`config.mk`:
```
export PLATFORM = sky130hd
export DESIGN_NAME = muldiv_unit_flat
export DESIGN_NICKNAME = d
export VERILOG_FILES = /design/src/rtl/muldiv_if.sv /design/src/rtl/muldiv_unit.sv /design/src/flat_wrapper.sv
export SDC_FILE = /design/constraint.sdc
export NUM_CORES = 1
export LEC_CHECK = 0
export ABC_AREA = 1
export BUFFER_PORTS_ARGS = -buffer_cell sky130_fd_sc_hd__buf_4
export CAP_MARGIN = 0
export CORE_ASPECT_RATIO = 1.25
export CORE_UTILIZATION = 60
export CTS_CLUSTER_DIAMETER = 150
export DETAILED_ROUTE_END_ITERATION = 16
export HOLD_SLACK_MARGIN = 0.05
export PLACE_DENSITY = 0.81
export REMOVE_ABC_BUFFERS = 1
export SLEW_MARGIN = 30
export SYNTH_ARGS = -nofsm -noshare
export SYNTH_HDL_FRONTEND = slang
export SYNTH_SLANG_ARGS = --single-unit
```
`constraint.sdc`:
```
create_clock -name clk -period 23.2 [get_ports clk]
set_input_delay 4.64 -clock clk [delete_from_list [all_inputs] [get_ports clk]]
set_output_delay 4.64 -clock clk [all_outputs]
set_load 0.02 [all_outputs]
```
`src/rtl/muldiv_if.sv`:
```
// muldiv_if: request/response bundle between the CPU datapath and muldiv_unit.
//   start, funct3, op_a, op_b, kill : datapath -> unit (request side)
//   busy, done, result              : unit -> datapath (response side)
// Modports: master (datapath), slave (muldiv_unit).
interface muldiv_if #(
    parameter int XLEN = 32
);
    logic            start;
    logic [2:0]      funct3;
    logic [XLEN-1:0] op_a;
    logic [XLEN-1:0] op_b;
    logic            kill;
    logic            busy;
    logic            done;
    logic [XLEN-1:0] result;

    modport master (
        output start, funct3, op_a, op_b, kill,
        input  busy, done, result
    );

    modport slave (
        input  start, funct3, op_a, op_b, kill,
        output busy, done, result
    );
endinterface

```
`src/rtl/muldiv_unit.sv`:
```
// muldiv_unit: multi-cycle RV32M multiply / divide / remainder unit.
// Iterative shift-add multiplication and restoring division on unsigned
// magnitudes, with sign fix-up after the loop. Divide-by-zero and signed
// overflow resolve in a single cycle without entering the loop.
//
// Ports:
//   clk        rising-edge clock
//   SYS_reset  asynchronous, active-high reset
//   bus        muldiv_if.slave: start/funct3/op_a/op_b/kill in,
//              busy/done/result out (all outputs registered)
//
// Build option:
//   MULDIV_FAST_MUL_EN  when defined, multiplies use one combinational
//                       XLEN x XLEN multiplier and complete in one cycle;
//                       division is unaffected.
//
// state | meaning
// ------+-----------------------------------------------------------------
// IDLE  | waiting for start; fast-path ops complete straight to DONE
// CALC  | one multiply/divide bit per cycle, counter counts XLEN down to 0
// FIX   | sign correction, field select, load result
// DONE  | done pulse; a new start is accepted here as in IDLE
module muldiv_unit #(
    parameter int XLEN  = 32,
    parameter int CNT_W = $clog2(XLEN) + 1
) (
    input logic     clk,
    input logic     SYS_reset,
    muldiv_if.slave bus
);

    typedef enum logic [1:0] {
        S_IDLE,
        S_CALC,
        S_FIX,
        S_DONE
    } state_t;

    localparam logic [XLEN-1:0] MOST_NEG = {1'b1, {(XLEN-1){1'b0}}};

    state_t            r_state;
    logic [2:0]        r_op;
    logic              r_sign;
    logic [CNT_W-1:0]  r_cnt;
    logic [2*XLEN-1:0] r_prod;
    logic [XLEN-1:0]   r_mcand;
    logic [XLEN:0]     r_rem;
    logic [XLEN-1:0]   r_quo;
    logic [XLEN-1:0]   r_div;
    logic              r_busy;
    logic              r_done;
    logic [XLEN-1:0]   r_result;

    // ---------------- request decode ----------------
    logic [2:0]      w_f3;
    logic            w_a_signed;
    logic            w_b_signed;
    logic            w_sa;
    logic            w_sb;
    logic            w_sign;
    logic [XLEN-1:0] w_mag_a;
    logic [XLEN-1:0] w_mag_b;
    logic            w_b_zero;
    logic            w_ovf;
    logic            w_fast;
    logic [XLEN-1:0] w_fast_res;
    logic            w_accept;

    assign w_f3       = bus.funct3;
    // Divide ops: even funct3 is signed. Multiply ops: a is signed except
    // MULHU, b is signed only for MUL/MULH.
    assign w_a_signed = w_f3[2] ? ~w_f3[0] : (w_f3[1:0] != 2'b11);
    assign w_b_signed = w_f3[2] ? ~w_f3[0] : ~w_f3[1];
    assign w_sa       = w_a_signed & bus.op_a[XLEN-1];
    assign w_sb       = w_b_signed & bus.op_b[XLEN-1];
    // REM takes the dividend's sign; every other signed op XORs the
    // operand signs (unsigned operands are already masked to 0).
    assign w_sign     = (w_f3 == 3'b110) ? w_sa : (w_sa ^ w_sb);
    assign w_mag_a    = w_sa ? (-bus.op_a) : bus.op_a;
    assign w_mag_b    = w_sb ? (-bus.op_b) : bus.op_b;

    assign w_b_zero   = (bus.op_b == '0);
    assign w_ovf      = (bus.op_a == MOST_NEG) && (bus.op_b == {XLEN{1'b1}});
    assign w_fast     = w_f3[2] & (w_b_zero | (w_ovf & ~w_f3[0]));

    always_comb begin
        w_fast_res = '0;
        if (w_b_zero)
            w_fast_res = w_f3[1] ? bus.op_a : {XLEN{1'b1}};
        else
            w_fast_res = w_f3[1] ? '0 : bus.op_a;
    end

    // DONE accepts like IDLE so back-to-back ops need no bubble.
    assign w_accept = bus.start & ~bus.kill &
                      ((r_state == S_IDLE) || (r_state == S_DONE));

`ifdef MULDIV_FAST_MUL_EN
    logic [2*XLEN-1:0] w_fm_prod;
    logic [2*XLEN-1:0] w_fm_full;
    logic [XLEN-1:0]   w_fm_res;

    assign w_fm_prod = {{XLEN{1'b0}}, w_mag_a} * {{XLEN{1'b0}}, w_mag_b};
    assign w_fm_full = w_sign ? (-w_fm_prod) : w_fm_prod;
    assign w_fm_res  = (w_f3[1:0] == 2'b00) ? w_fm_full[XLEN-1:0]
                                            : w_fm_full[2*XLEN-1:XLEN];
`endif

    // ---------------- iteration datapath ----------------
    logic [XLEN:0]     w_mul_sum;
    logic [2*XLEN-1:0] w_mul_next;
    logic [XLEN+1:0]   w_rem_sh;
    logic [XLEN+1:0]   w_rem_diff;
    logic              w_rem_ge;

    // Upper half accumulates, lower half holds the multiplier bits that
    // shift out; the carry out of the add becomes the new top bit.
    assign w_mul_sum  = {1'b0, r_prod[2*XLEN-1:XLEN]} +
                        (r_prod[0] ? {1'b0, r_mcand} : '0);
    assign w_mul_next = {w_mul_sum, r_prod[XLEN-1:1]};

    // Partial remainder stays below the divisor, so one guard bit above
    // the XLEN+1 remainder is enough to read the trial-subtract borrow.
    assign w_rem_sh   = {r_rem, r_quo[XLEN-1]};
    assign w_rem_diff = w_rem_sh - {2'b00, r_div};
    assign w_rem_ge   = ~w_rem_diff[XLEN+1];

    // ---------------- sign fix-up and field select ----------------
    logic [2*XLEN-1:0] w_prod_fix;
    logic [XLEN-1:0]   w_quo_fix;
    logic [XLEN-1:0]   w_rem_fix;
    logic [XLEN-1:0]   w_fix_res;

    assign w_prod_fix = r_sign ? (-r_prod) : r_prod;
    assign w_quo_fix  = r_sign ? (-r_quo) : r_quo;
    assign w_rem_fix  = r_sign ? (-r_rem[XLEN-1:0]) : r_rem[XLEN-1:0];

    always_comb begin
        w_fix_res = '0;
        case (r_op)
            3'b000:                 w_fix_res = w_prod_fix[XLEN-1:0];
            3'b001, 3'b010, 3'b011: w_fix_res = w_prod_fix[2*XLEN-1:XLEN];
            3'b100, 3'b101:         w_fix_res = w_quo_fix;
            default:                w_fix_res = w_rem_fix;
        endcase
    end

    // ---------------- control FSM ----------------
    always_ff @(posedge clk or posedge SYS_reset) begin
        if (SYS_reset) begin
            r_state  <= S_IDLE;
            r_op     <= '0;
            r_sign   <= 1'b0;
            r_cnt    <= '0;
            r_prod   <= '0;
            r_mcand  <= '0;
            r_rem    <= '0;
            r_quo    <= '0;
            r_div    <= '0;
            r_busy   <= 1'b0;
            r_done   <= 1'b0;
            r_result <= '0;
        end else begin
            r_done <= 1'b0;
            case (r_state)
                S_IDLE, S_DONE: begin
                    r_state <= S_IDLE;
                    if (w_accept) begin
                        r_op   <= w_f3;
                        r_sign <= w_sign;
                        if (w_fast) begin
                            r_result <= w_fast_res;
                            r_done   <= 1'b1;
                            r_state  <= S_DONE;
                        end
`ifdef MULDIV_FAST_MUL_EN
                        else if (!w_f3[2]) begin
                            r_result <= w_fm_res;
                            r_done   <= 1'b1;
                            r_state  <= S_DONE;
                        end
`endif
                        else begin
                            r_busy  <= 1'b1;
                            r_cnt   <= CNT_W'(XLEN);
                            r_prod  <= {{XLEN{1'b0}}, w_mag_b};
                            r_mcand <= w_mag_a;
                            r_rem   <= '0;
                            r_quo   <= w_mag_a;
                            r_div   <= w_mag_b;
                            r_state <= S_CALC;
                        end
                    end
                end

                S_CALC: begin
                    if (bus.kill) begin
                        r_busy  <= 1'b0;
                        r_state <= S_IDLE;
                    end else begin
                        if (r_op[2]) begin
                            r_rem <= w_rem_ge ? w_rem_diff[XLEN:0] : w_rem_sh[XLEN:0];
                            r_quo <= {r_quo[XLEN-2:0], w_rem_ge};
                        end else begin
                            r_prod <= w_mul_next;
                        end
                        r_cnt <= r_cnt - 1'b1;
                        if (r_cnt == CNT_W'(1))
                            r_state <= S_FIX;
                    end
                end

                S_FIX: begin
                    r_busy <= 1'b0;
                    if (bus.kill) begin
                        r_state <= S_IDLE;
                    end else begin
                        r_result <= w_fix_res;
                        r_done   <= 1'b1;
                        r_state  <= S_DONE;
                    end
                end

                default: r_state <= S_IDLE;
            endcase
        end
    end

    assign bus.busy   = r_busy;
    assign bus.done   = r_done;
    assign bus.result = r_result;

endmodule
```
`src/flat_wrapper.sv`:
```
// flat-port wrapper written by rule: the top's interface ports become plain ports
module muldiv_unit_flat 
#(
    parameter int XLEN  = 32,
    parameter int CNT_W = $clog2(XLEN) + 1
)
  (clk, SYS_reset, bus_start, bus_funct3, bus_op_a, bus_op_b, bus_kill, bus_busy, bus_done, bus_result);
  muldiv_if #(.XLEN(XLEN)) bus_i ();
  input logic clk;
  input logic SYS_reset;
  input wire logic [$bits(bus_i.start)-1:0] bus_start;
  input wire logic [$bits(bus_i.funct3)-1:0] bus_funct3;
  input wire logic [$bits(bus_i.op_a)-1:0] bus_op_a;
  input wire logic [$bits(bus_i.op_b)-1:0] bus_op_b;
  input wire logic [$bits(bus_i.kill)-1:0] bus_kill;
  output wire logic [$bits(bus_i.busy)-1:0] bus_busy;
  output wire logic [$bits(bus_i.done)-1:0] bus_done;
  output wire logic [$bits(bus_i.result)-1:0] bus_result;
  assign bus_i.start = bus_start;
  assign bus_i.funct3 = bus_funct3;
  assign bus_i.op_a = bus_op_a;
  assign bus_i.op_b = bus_op_b;
  assign bus_i.kill = bus_kill;
  assign bus_busy = bus_i.busy;
  assign bus_done = bus_i.done;
  assign bus_result = bus_i.result;
  muldiv_unit #(.XLEN(XLEN), .CNT_W(CNT_W)) u_core (.clk(clk), .SYS_reset(SYS_reset), .bus(bus_i));
endmodule
```
==> key figures <==
Clock tree
  • CTS Root Cell: clkbuf_16
  • Post-cts gate resize count: 0
  • CTS Sinks: between 200 and 250
  • Worst skew pair latency: a little under 0.6 ns
  • Clock Path Buffers: 3
  • Htree depth: 1
  • Hold_buf cts: 0
  • Post-CTS Setup Repair Bufs: 0
  • Clk pin slew, worst setup/hold paths: roughly 0.070 ns
  • CTS tree: done
  • Num CTS Buffers: 28

Cells and area
  • Final net count: around 3900
  • Layout cells sized above 1: about 6.7%
  • # diodes: 0
  • Fin util: roughly 66%
  • Area delta synth->final: 9.082%
  • Filler instances: between 3000 and 4000

Routing
  • Residual DRC: 0
  • Via Count: between 20000 and 25000
  • TritonRoute pass-1 iters: 6
  • Via/cell ratio: about 6
  • Initial DRC Count: about 2600
  • Routed len/inst: roughly 20 um
  • Final WL: ~85 mm
  • ANT nets after route: 0

Synthesis
  • Area leader, netlist: dfrtp_1
  • Register bit total from synthesis: roughly 240
  • Cell variety after synth: between 50 and 60
  • Sequential-to-total area share from yosys stat: between 20% and 30%
  • Cells after Synth: 3683
  • Yosys warnings: 0
  • Synth area leaders: dfrtp_1 (27%), nand2_1 (22%), nand3_1 (8.1%)
  • Synth top area share: 27.08%
  • Syn Std Cell Area: 22080 um2
  • Mapped Avg Cell Area: between 5 and 6 um2

Critical path
  • CP Cell Sequence: buf_4 -> inv_1 -> ha_1 -> nand3_2 -> nor2_4 -> nand2_4 -> nor2_8 -> inv_2 -> nand2_2 -> nand3_4 -> nand2_1 -> nor2_4 -> buf_4 -> clkinv_2 -> nand2_1 -> o21ai_1
  • CP arrival: about 8.0 ns
  • Critical path's largest stage delay: 0.80 ns
  • Crit-path leading delay family: buffers and inverters
  • Critical path class: in -> reg
  • Crit. End Element: register
  • Worst Path Required: around 24 ns
  • Slowest CP cell: clkinv_2
  • Buf+Inv Stages, Crit Path: 5
  • Setup crit start kind: input port
  • Largest fanout on the critical path: 51

Global routing
  • All-Layer GR Usage: between 40% and 50%
  • Pin count of the biggest net entering global routing: 100
  • Vias in the first global route: between 20000 and 25000
  • Wire length of the first global-routing pass: between 100 and 150 mm
  • Grt ovf: 0
  • Initial antenna violation count: 0

Status
  • Status: complete, no violations

STA
  • FMAX: roughly 130 MHz
  • Setup total negative slack: 0 ns
  • RSZ-0062 raised after global routing: false
  • Relative slew slack: 34.46%
  • Tmin final: between 7 and 8 ns
  • Measured slew at the worst slew-check pin: 0.9728 ns
  • Layout Skew: 0.01470 ns
  • Max Slew Vio Count: 0
  • Final setup fails: 0
  • Final hold viol count: 0
  • Tcrit/Tclk final: 32.79%

Die
  • Chip width: approximately 170 um
  • Core area: 36300 um2
  • Placement row count: 78
  • Die Ht: approximately 220 um
  • IO Pins: 105
  • Die Footprint: between 30000 and 40000 um2
  • Initial core utilization: between 60% and 70%

Placed design
  • IO buf count: ~100
  • Final HPWL DP: around 66 mm
  • Routability cong.: around 1.1

Power
  • Lkg Pwr: between 0.01 and 0.015 uW
  • Power Density: between 80 and 90 nW/um2
  • Peak VDD IR: a little under 0.08 mV

Flow run
  • Max_cap viols: 0

Hold path
  • HP Class: reg -> reg
-- where the power goes --
| part | total (uW) | internal [uW] | leakage, uW | switching [uW] |
|---|---|---|---|---|
| logic | 1010 | 300 | 0.00924 | 711 |
| registers | 644 | 534 | 0.00309 | 110 |
| clock network | 468 | 274 | 0.000474 | 194 |
-- layout by cell type (no fill, tap or decap), drive strengths merged, types with 15 or more instances in the layout --
master	Yosys	routed
o21ai	307	307
nand4	63	63
nand2	1275	1275
or2	15	15
nand3b	15	15
inv	423	426
maj3	28	28
nor3	28	28
nand3	364	364
xor2	84	84
clkbuf	56	40
nor2	405	405
dfrtp	239	239
ha	74	74
buf	58	123
a21oi	164	164
-- synthesized netlist by cell type (all sizes together) --
cell    number
fa           2
maj3        28
and3         1
o211ai       6
nor4         5
nand4       63
a211oi       1
o21bai      12
o22ai        1
nand2     1275
a221oi       1
a21oi      164
and2         3
nor2       405
o221ai       1
xor2        84
buf         58
a21boi       8
or2         15
o31ai        2
ha          74
nor3        28
dfrtp      239
nor3b        2
o32ai        1
mux2i        3
a31oi        8
or3          1
clkbuf      56
xnor2        7
clkinv       5
inv        423
a21o         9
o21ai      307
nand3      364
nand3b      15
o21a         6
-- cell families (layout without fill, tap and decap cells) --
logic type               count (synthesis)  after routing  share of synthesized area, %
AND/OR/NAND/NOR                       2177           2177                         41.27
buffers and inverters                  542            601                         9.666
AO/OA/AOI/OAI                          527            527                         12.56
flip-flops                             239            239                         27.08
adder cells (fa/ha/maj)                104            104                         5.677
XOR/XNOR                                91             91                         3.609
multiplexers                             3              3                        0.1360
-- state kept, by name (all words and copies together), names as in the netlist, 2 cells and up --
name	count
u_core.r_quo	32
u_core.bus.result	32
u_core.r_div	32
u_core.r_op	3
u_core.r_rem	33
u_core.r_mcand	32
u_core.r_cnt	6
u_core.r_prod	64
u_core.r_state	2
-- area by class of cell --
type / count / area (um2) / area share [%]
clock buffer: 40 / 835.8 / 3.470
clock inverter: 10 / 132.6 / 0.5506
inverter: 428 / 1617 / 6.711
multi-input combinational: 2902 / 13990 / 58.07
sequential: 239 / 5984 / 24.84
tap: 480 / 600.6 / 2.493
timing repair buffer: 123 / 930.9 / 3.864
-- worst paths after layout --
check	from	end	slack [ns]	depth (start not counted)
hold / removal	u_core.r_mcand[12]$_DFFE_PP0P_	u_core.r_mcand[12]$_DFFE_PP0P_	0.47	2
setup / recovery	bus_op_b[0]	u_core.r_prod[38]$_DFFE_PP0P_	15.59	16
setup reg to reg	u_core.r_prod[0]$_DFFE_PP0P_	u_core.bus.result[4]$_DFFE_PP0P_	19.72	14
max in group asynchronous	SYS_reset	u_core.r_sign$_DFFE_PP0P_	17.83	3
hold reg to reg	u_core.r_mcand[12]$_DFFE_PP0P_	u_core.r_mcand[12]$_DFFE_PP0P_	0.47	2
min in group asynchronous	SYS_reset	u_core.r_rem[32]$_DFFE_PP0P_	4.18	2
-- per-layer routing --
metal  track usage, %  part of all wire [%]
met1            52.35                    36
met2            71.70                    45
met3            6.596                   8.6
met4            38.42                    10
met5            1.042                 0.062
-- metrics by stage --
stage	cell area, um2	hold slack, ns	power, uW	setup WS [ns]	instances
6_report	24090	0.4745	2122	15.59	4222
5_1_grt	24090	0.4931	2246	15.40	4222
4_1_cts	24080	0.4757	2083	15.69	4222
3_5_place_dp	23110	0.4596	1613	15.11	4172
3_3_place_gp	23110	0.4583	1601	15.28	4172
2_1_floorplan	21560	0.4422	1277	12.00	3569
-- tightest hold or removal path: cells and delay by family (launching register included) --
kind | cells | cell delay, ns
simple gates | 2 | 0.10
flops | 1 | 0.34
Power figures use the tool's default switching activity.
